### src/rtl/execute_mdu.sv
// execute_mdu: iterative RV64/RV32 M-extension multiply/divide unit retiring RADIX_BITS bits per cycle.
// Optional macro MDU_FASTPATH_EN: divide-by-zero, signed overflow and zero-operand multiplies skip RUN.
module execute_mdu #(
  parameter int unsigned XLEN       = 64,
  parameter int unsigned RADIX_BITS = 1
) (
  input  logic            clk,
  input  logic            reset,
  input  logic            in_valid,
  output logic            in_ready,
  input  logic [2:0]      in_op,
  input  logic            in_word,
  input  logic [XLEN-1:0] in_a,
  input  logic [XLEN-1:0] in_b,
  input  logic            flush,
  output logic            out_valid,
  input  logic            out_ready,
  output logic [XLEN-1:0] out_result,
  output logic            busy
);

  localparam int unsigned PW     = 2 * XLEN;
  localparam int unsigned CW     = 7;
  localparam int unsigned WSHIFT = XLEN - 32;

  localparam logic [2:0] OP_MUL    = 3'd0;
  localparam logic [2:0] OP_MULH   = 3'd1;
  localparam logic [2:0] OP_MULHSU = 3'd2;
  localparam logic [2:0] OP_DIV    = 3'd4;
  localparam logic [2:0] OP_REM    = 3'd6;

  typedef enum logic [1:0] {S_IDLE, S_RUN, S_DONE} state_t;

  state_t          state;
  logic [2:0]      op_q;
  logic            word_q;
  logic            neg_q;
  logic            div0_q;
  logic            ovf_q;
  logic [XLEN-1:0] a_orig_q;
  logic [PW-1:0]   prod_q;
  logic [PW-1:0]   mcand_q;
  logic [XLEN-1:0] mplier_q;
  logic [XLEN-1:0] quo_q;
  logic [XLEN:0]   rem_q;
  logic [XLEN-1:0] dvsr_q;
  logic [CW-1:0]   cnt_q;
  logic [CW-1:0]   last_q;

  function automatic logic [XLEN-1:0] ext32(input logic [31:0] v, input logic sgn);
    ext32 = sgn ? XLEN'($signed(v)) : XLEN'(v);
  endfunction

  // Applies the sign fixup, selects the product half or quotient/remainder, and handles
  // the divide-by-zero and signed-overflow results.
  function automatic logic [XLEN-1:0] fix_result(
    input logic [2:0]      op,
    input logic            word,
    input logic            neg,
    input logic            div0,
    input logic            ovf,
    input logic [PW-1:0]   prod,
    input logic [XLEN-1:0] quo,
    input logic [XLEN-1:0] rem,
    input logic [XLEN-1:0] a_orig
  );
    logic [PW-1:0]   p;
    logic [XLEN-1:0] q;
    logic [XLEN-1:0] m;
    logic [XLEN-1:0] r;
    p = neg ? PW'(0) - prod : prod;
    q = neg ? XLEN'(0) - quo : quo;
    m = neg ? XLEN'(0) - rem : rem;
    if (!op[2]) begin
      if (op == OP_MUL) r = word ? XLEN'(p[31:0]) : p[XLEN-1:0];
      else              r = word ? XLEN'(p[63:32]) : p[PW-1:XLEN];
    end else if (div0) begin
      r = op[1] ? a_orig : '1;
    end else if (ovf) begin
      r = op[1] ? '0 : a_orig;
    end else begin
      r = op[1] ? m : q;
    end
    if (word) r = XLEN'($signed(r[31:0]));
    return r;
  endfunction

  // Operand preparation for the accept cycle.
  logic            word_eff;
  logic            a_sgn;
  logic            b_sgn;
  logic            a_neg;
  logic            b_neg;
  logic            is_div;
  logic            div0;
  logic            ovf;
  logic            res_neg;
  logic [XLEN-1:0] a_ext;
  logic [XLEN-1:0] b_ext;
  logic [XLEN-1:0] a_mag;
  logic [XLEN-1:0] b_mag;
  logic [XLEN-1:0] a_orig;
  logic [XLEN-1:0] min_val;
  logic [CW-1:0]   last_step;

  always_comb begin
    a_sgn = 1'b0;
    b_sgn = 1'b0;
    unique case (in_op)
      OP_MULH, OP_DIV, OP_REM: begin
        a_sgn = 1'b1;
        b_sgn = 1'b1;
      end
      OP_MULHSU: a_sgn = 1'b1;
      default: ;
    endcase
    word_eff  = (XLEN == 64) && in_word;
    a_ext     = word_eff ? ext32(in_a[31:0], a_sgn) : in_a;
    b_ext     = word_eff ? ext32(in_b[31:0], b_sgn) : in_b;
    a_orig    = word_eff ? ext32(in_a[31:0], 1'b1) : in_a;
    min_val   = word_eff ? ext32(32'h8000_0000, 1'b1) : {1'b1, {(XLEN-1){1'b0}}};
    a_neg     = a_sgn & a_ext[XLEN-1];
    b_neg     = b_sgn & b_ext[XLEN-1];
    a_mag     = a_neg ? XLEN'(0) - a_ext : a_ext;
    b_mag     = b_neg ? XLEN'(0) - b_ext : b_ext;
    is_div    = in_op[2];
    div0      = is_div && (b_ext == '0);
    ovf       = is_div && !in_op[0] && (a_ext == min_val) && (b_ext == '1);
    res_neg   = (is_div && in_op[1]) ? a_neg : (a_neg ^ b_neg);
    last_step = word_eff ? CW'(32 / RADIX_BITS - 1) : CW'(XLEN / RADIX_BITS - 1);
  end

`ifdef MDU_FASTPATH_EN
  logic fast;
  assign fast = div0 || ovf || (!is_div && ((a_mag == '0) || (b_mag == '0)));
`endif

  // One radix step: shift-add multiply and restoring divide advance side by side.
  logic [PW-1:0]   prod_nx;
  logic [PW-1:0]   mcand_nx;
  logic [XLEN-1:0] mplier_nx;
  logic [XLEN-1:0] quo_nx;
  logic [XLEN:0]   rem_nx;

  always_comb begin
    prod_nx   = prod_q;
    mcand_nx  = mcand_q;
    mplier_nx = mplier_q;
    quo_nx    = quo_q;
    rem_nx    = rem_q;
    for (int i = 0; i < int'(RADIX_BITS); i++) begin
      if (mplier_nx[0]) prod_nx = prod_nx + mcand_nx;
      mcand_nx  = mcand_nx << 1;
      mplier_nx = mplier_nx >> 1;
      rem_nx    = {rem_nx[XLEN-1:0], quo_nx[XLEN-1]};
      quo_nx    = quo_nx << 1;
      if (rem_nx >= {1'b0, dvsr_q}) begin
        rem_nx    = rem_nx - {1'b0, dvsr_q};
        quo_nx[0] = 1'b1;
      end
    end
  end

  // Control FSM with registered handshake outputs; flush shares the reset path.
  always_ff @(posedge clk) begin
    if (reset || flush) begin
      state     <= S_IDLE;
      in_ready  <= !reset;
      out_valid <= 1'b0;
      busy      <= 1'b0;
      if (reset) out_result <= '0;
    end else begin
      unique case (state)
        S_IDLE: begin
          if (in_valid && in_ready) begin
            op_q     <= in_op;
            word_q   <= word_eff;
            neg_q    <= res_neg;
            div0_q   <= div0;
            ovf_q    <= ovf;
            a_orig_q <= a_orig;
            prod_q   <= '0;
            mcand_q  <= PW'(a_mag);
            mplier_q <= b_mag;
            quo_q    <= word_eff ? (a_mag << WSHIFT) : a_mag;
            rem_q    <= '0;
            dvsr_q   <= b_mag;
            cnt_q    <= '0;
            last_q   <= last_step;
            state    <= S_RUN;
            in_ready <= 1'b0;
            busy     <= 1'b1;
`ifdef MDU_FASTPATH_EN
            if (fast) begin
              state      <= S_DONE;
              out_valid  <= 1'b1;
              out_result <= fix_result(in_op, word_eff, res_neg, div0, ovf,
                                       '0, '0, '0, a_orig);
            end
`endif
          end else begin
            in_ready <= 1'b1;
          end
        end
        S_RUN: begin
          prod_q   <= prod_nx;
          mcand_q  <= mcand_nx;
          mplier_q <= mplier_nx;
          quo_q    <= quo_nx;
          rem_q    <= rem_nx;
          cnt_q    <= cnt_q + 1'b1;
          if (cnt_q == last_q) begin
            state      <= S_DONE;
            out_valid  <= 1'b1;
            out_result <= fix_result(op_q, word_q, neg_q, div0_q, ovf_q,
                                     prod_nx, quo_nx, rem_nx[XLEN-1:0], a_orig_q);
          end
        end
        S_DONE: begin
          if (out_ready) begin
            state     <= S_IDLE;
            out_valid <= 1'b0;
            in_ready  <= 1'b1;
            busy      <= 1'b0;
          end
        end
        default: state <= S_IDLE;
      endcase
    end
  end

endmodule

### config.mk
export PLATFORM = sky130hd
export DESIGN_NAME = execute_mdu
export DESIGN_NICKNAME = d
export VERILOG_FILES = /design/src/rtl/execute_mdu.sv
export SDC_FILE = /design/constraint.sdc
export NUM_CORES = 2
export LEC_CHECK = 0
export CAP_MARGIN = 20
export CORE_MARGIN = 5
export CORE_UTILIZATION = 37
export DETAILED_ROUTE_END_ITERATION = 12
export GPL_ROUTABILITY_DRIVEN = 1
export PLACE_DENSITY = 0.54
export SETUP_SLACK_MARGIN = 0.1
export SLEW_MARGIN = 20
export SYNTH_ARGS = -nofsm -noshare
export SYNTH_HDL_FRONTEND = slang
export SYNTH_SLANG_ARGS = --single-unit
### constraint.sdc
create_clock -name clk -period 49.8 [get_ports clk]
set_clock_uncertainty 0.15 [all_clocks]
set_input_delay 14.94 -clock clk [delete_from_list [all_inputs] [get_ports clk]]
set_output_delay 14.94 -clock clk [all_outputs]
set_load 0.02 [all_outputs]
==> metrics.yaml <==
outcome: "completed"
relSlewSlack_pct: 18.7
ys.warnings.count: 0
slew_violations: 0
first_pass_iters: 7
path_class: "input pin to register"
io_buffers: 203
synth_top_area_cell: "edfxtp_1"
antenna_found_initial: 24
placeableCoreArea_um2: 154000
grt_util_met2_pct: 47.7
tritoncts: "yes"
max-clock-path-buffers: 3
ant_nets: 0
drtIter0Drc: 8690
dp_hpwl_um: 218000
setup_viol: 0
fin_nets: 7316
hold_path_class: "register to register"
drt-total-wl_um: 274000
cpPeakStageDelay_ps: 610
grt_pass1_vias: 53100
required_ps: 50070
critical_path.cell_chain: "clkdlybuf4s50_1, or4_1, nor3_1, nand4_1, nor2_1, nand2_1, or3_1, o21bai_1, or2_2, nor3_1, o21ai_0, nand2_1, o31ai_1, xnor2_1, o21ai_0, a21oi_1"
cp-start-kind: "input pin"
clkSlewWorstSetupHoldPaths_ps: 60
cts_root_buf: "clkbuf_16"
critPathCaptureType: "register"
p_leak_nw: 22.1
ys_ff_latch: 660
critical_path_peak_fanout: 5
filler_cell_count: 15700
yosysMostFrequentCell: "nor2_1"
place_inst: 8938
wl_per_cell_um: 30.1
drive_gt1_share_pct: 5.55
tns_ps: 0
use_met1_pct: 44.2
areaGrowthSynthToFinish_pct: 11.7
grtUsageTotal_pct: 32.0
grt_pass1_wl_um: 384000
max_cap_viol_count: 0
seqCellArea_um2: 19800
synthArstFlopShare_pct: 0
fin_crit_sh_pct: 39.3
synth_area_per_cell_um2: 8.14
fin_cells: 9088
drcViolationCount: 0
grt_max_degree: 165
setup_ws_ps: 30240
fmax_mhz: 51.1
power_w: 0.00158
cp_num_buf_inv: 1
insertion_delay_ps: 710
io_pins: 204
hold_violations: 0
ir_drop_v: 0.0000236
synthTopCellsByArea: "edfxtp_1 (35%), nor2_1 (5.8%), a21oi_1 (5.4%)"
power-per-cell-area_nw_per_um2: 24.9
synth.cell_area_um2: 56900
ctsResizeCount: 0
synth.top_cell.area_share_pct: 34.6
met3_usage_pct: 7.74
via_count: 58600
cp.arrival_ps: 19840
die_x_um: 402
rows: 144
die_area_um2: 162000
cts_sinks: 660
synth_edf_count: 656
synthCells: 6997
syn-num-nets: 7334
cts_buffers: 83
pre_cts_ws_ps: 29500
max_slew.worst_pin.slew_ps: 1200
synth_commonest_cells: "nor2_1 (880), nand2_1 (817), edfxtp_1 (656)"
yosysUniqueCellTypes: 115
post_cts_buffers: 0
synth_flop_cell: "edfxtp_1"
cpLargestDelayFamily: "simple AND/OR/NAND/NOR gates"
worst_path_max_delay_cell: "or4_1"
place_congestion: 1.03
avgViaCountPerCell: 6.45
rsz0062_at_grt: "no"
start_util_pct: 37.1
die_y_um: 402
yosysSeqAreaShare_pct: 34.7
globalRouteOverflowTotal: 0
cts_hold_buf: 0
ctsHtreeMaxLevel: 3
multiInputGateArea_um2: 34900
post-route-min-period_ps: 19560
busiest_layer: "met2"
layer usage:
layer	part of all wire, %	vias to the layer above
li1	-	26200
met1	42	28500
met2	42	3345
met3	11	517
met4	5.1	12
met5	0.036	-
worst reg2reg max path, stage by stage (launching register included):
cell	delay, ps
edfxtp_1	480
ha_1	460
a21oi_1	430
o21ai_0	270
a21o_1	300
o31ai_1	690
a211o_1	620
nand2_4	410
inv_2	250
buf_4	350
ha_1	250
nand2b_1	170
nor4_1	420
nand3_1	220
nor2_1	240
nand2_1	80
o31ai_1	570
o21ai_0	350
a21oi_1	230
xor2_1	210
a2bb2oi_1	110
o221ai_1	600
o311ai_0	590
logic make-up after synthesis:
| group | Yosys count | synth area share (%) |
|---|---|---|
| AOI/OAI and AO/OA | 2150 | 24.4 |
| muxes | 136 | 2.46 |
| and+or+nand+nor | 2842 | 23.6 |
| adders and majority gates | 200 | 4.42 |
| DFF | 660 | 34.7 |
| buffers and inverters | 612 | 4.24 |
| xor gates and xnor gates | 397 | 6.11 |
report_power, final:
part | internal, W | switching [W] | leakage, nW
sequential | 0.000633 | 0.0000151 | 6.16
combinational | 0.0000953 | 0.000210 | 14.6
clock | 0.000359 | 0.000270 | 1.31
total | 0.00109 | 0.000495 | 22.1
through the flow:
stage / hold WS, ps / util [%] / area, µm²
2_1_floorplan: 334 / - / 56900
3_3_place_gp: 331 / 39.6 / 60800
3_5_place_dp: 333 / 39.6 / 60900
4_1_cts: 349 / 41.4 / 63600
5_1_grt: 371 / 41.4 / 63600
6_report: 341 / 41.4 / 63600
registers in the layout, summed over array words and instances (netlist names), 2 cells and up:
| signal | flops |
|---|---|
| dvsr_q | 64 |
| cnt_q | 7 |
| prod_q | 128 |
| rem_q | 64 |
| mcand_q | 128 |
| state | 2 |
| out_result | 64 |
| a_orig_q | 64 |
| op_q | 3 |
| mplier_q | 64 |
| quo_q | 64 |
path summary, 6_finish.rpt:
check | from | endpoint | slack (ps) | cells past startpoint
setup / recovery | in_a[3] | quo_q[62]$_DFFE_PP_ | 30240 | 16
hold reg to reg | out_valid$_SDFFE_PP0P_ | out_valid$_SDFFE_PP0P_ | 340 | 2
hold / removal | out_valid$_SDFFE_PP0P_ | out_valid$_SDFFE_PP0P_ | 340 | 2
setup reg to reg | rem_q[5]$_SDFFCE_PN0P_ | out_result[58]$_SDFFCE_PP0P_ | 40910 | 22
cell usage in the layout, fill, tap and decap left out, drive strengths merged, types with 54 or more instances in the layout:
| cell | n |
|---|---|
| nor2 | 882 |
| nand2 | 817 |
| edfxtp | 656 |
| a21oi | 627 |
| o21ai | 532 |
| xnor2 | 230 |
| clkdlybuf4s50 | 202 |
| ha | 198 |
| inv | 197 |
| nor3 | 194 |
| nand4 | 180 |
| xor2 | 167 |
| nand3 | 143 |
| and2 | 132 |
| buf | 117 |
| mux2i | 105 |
| o211ai | 95 |
| a211oi | 94 |
| clkbuf | 93 |
| a21o | 88 |
| a31oi | 88 |
| nor4 | 83 |
| o31ai | 82 |
| or3 | 78 |
| nand2b | 62 |
| a221oi | 54 |
final cells by class:
type	count	share of cell area (%)
Sequential cell	660	31.1
Clock inverter	54	0.964
Timing Repair Buffer	319	4.60
Antenna cell	3	0.0118
Multi-Input combinational cell	5725	54.9
Tap cell	2044	4.02
Clock buffer	93	3.32
Inverter	190	1.13
Power figures use the tool's default switching activity.
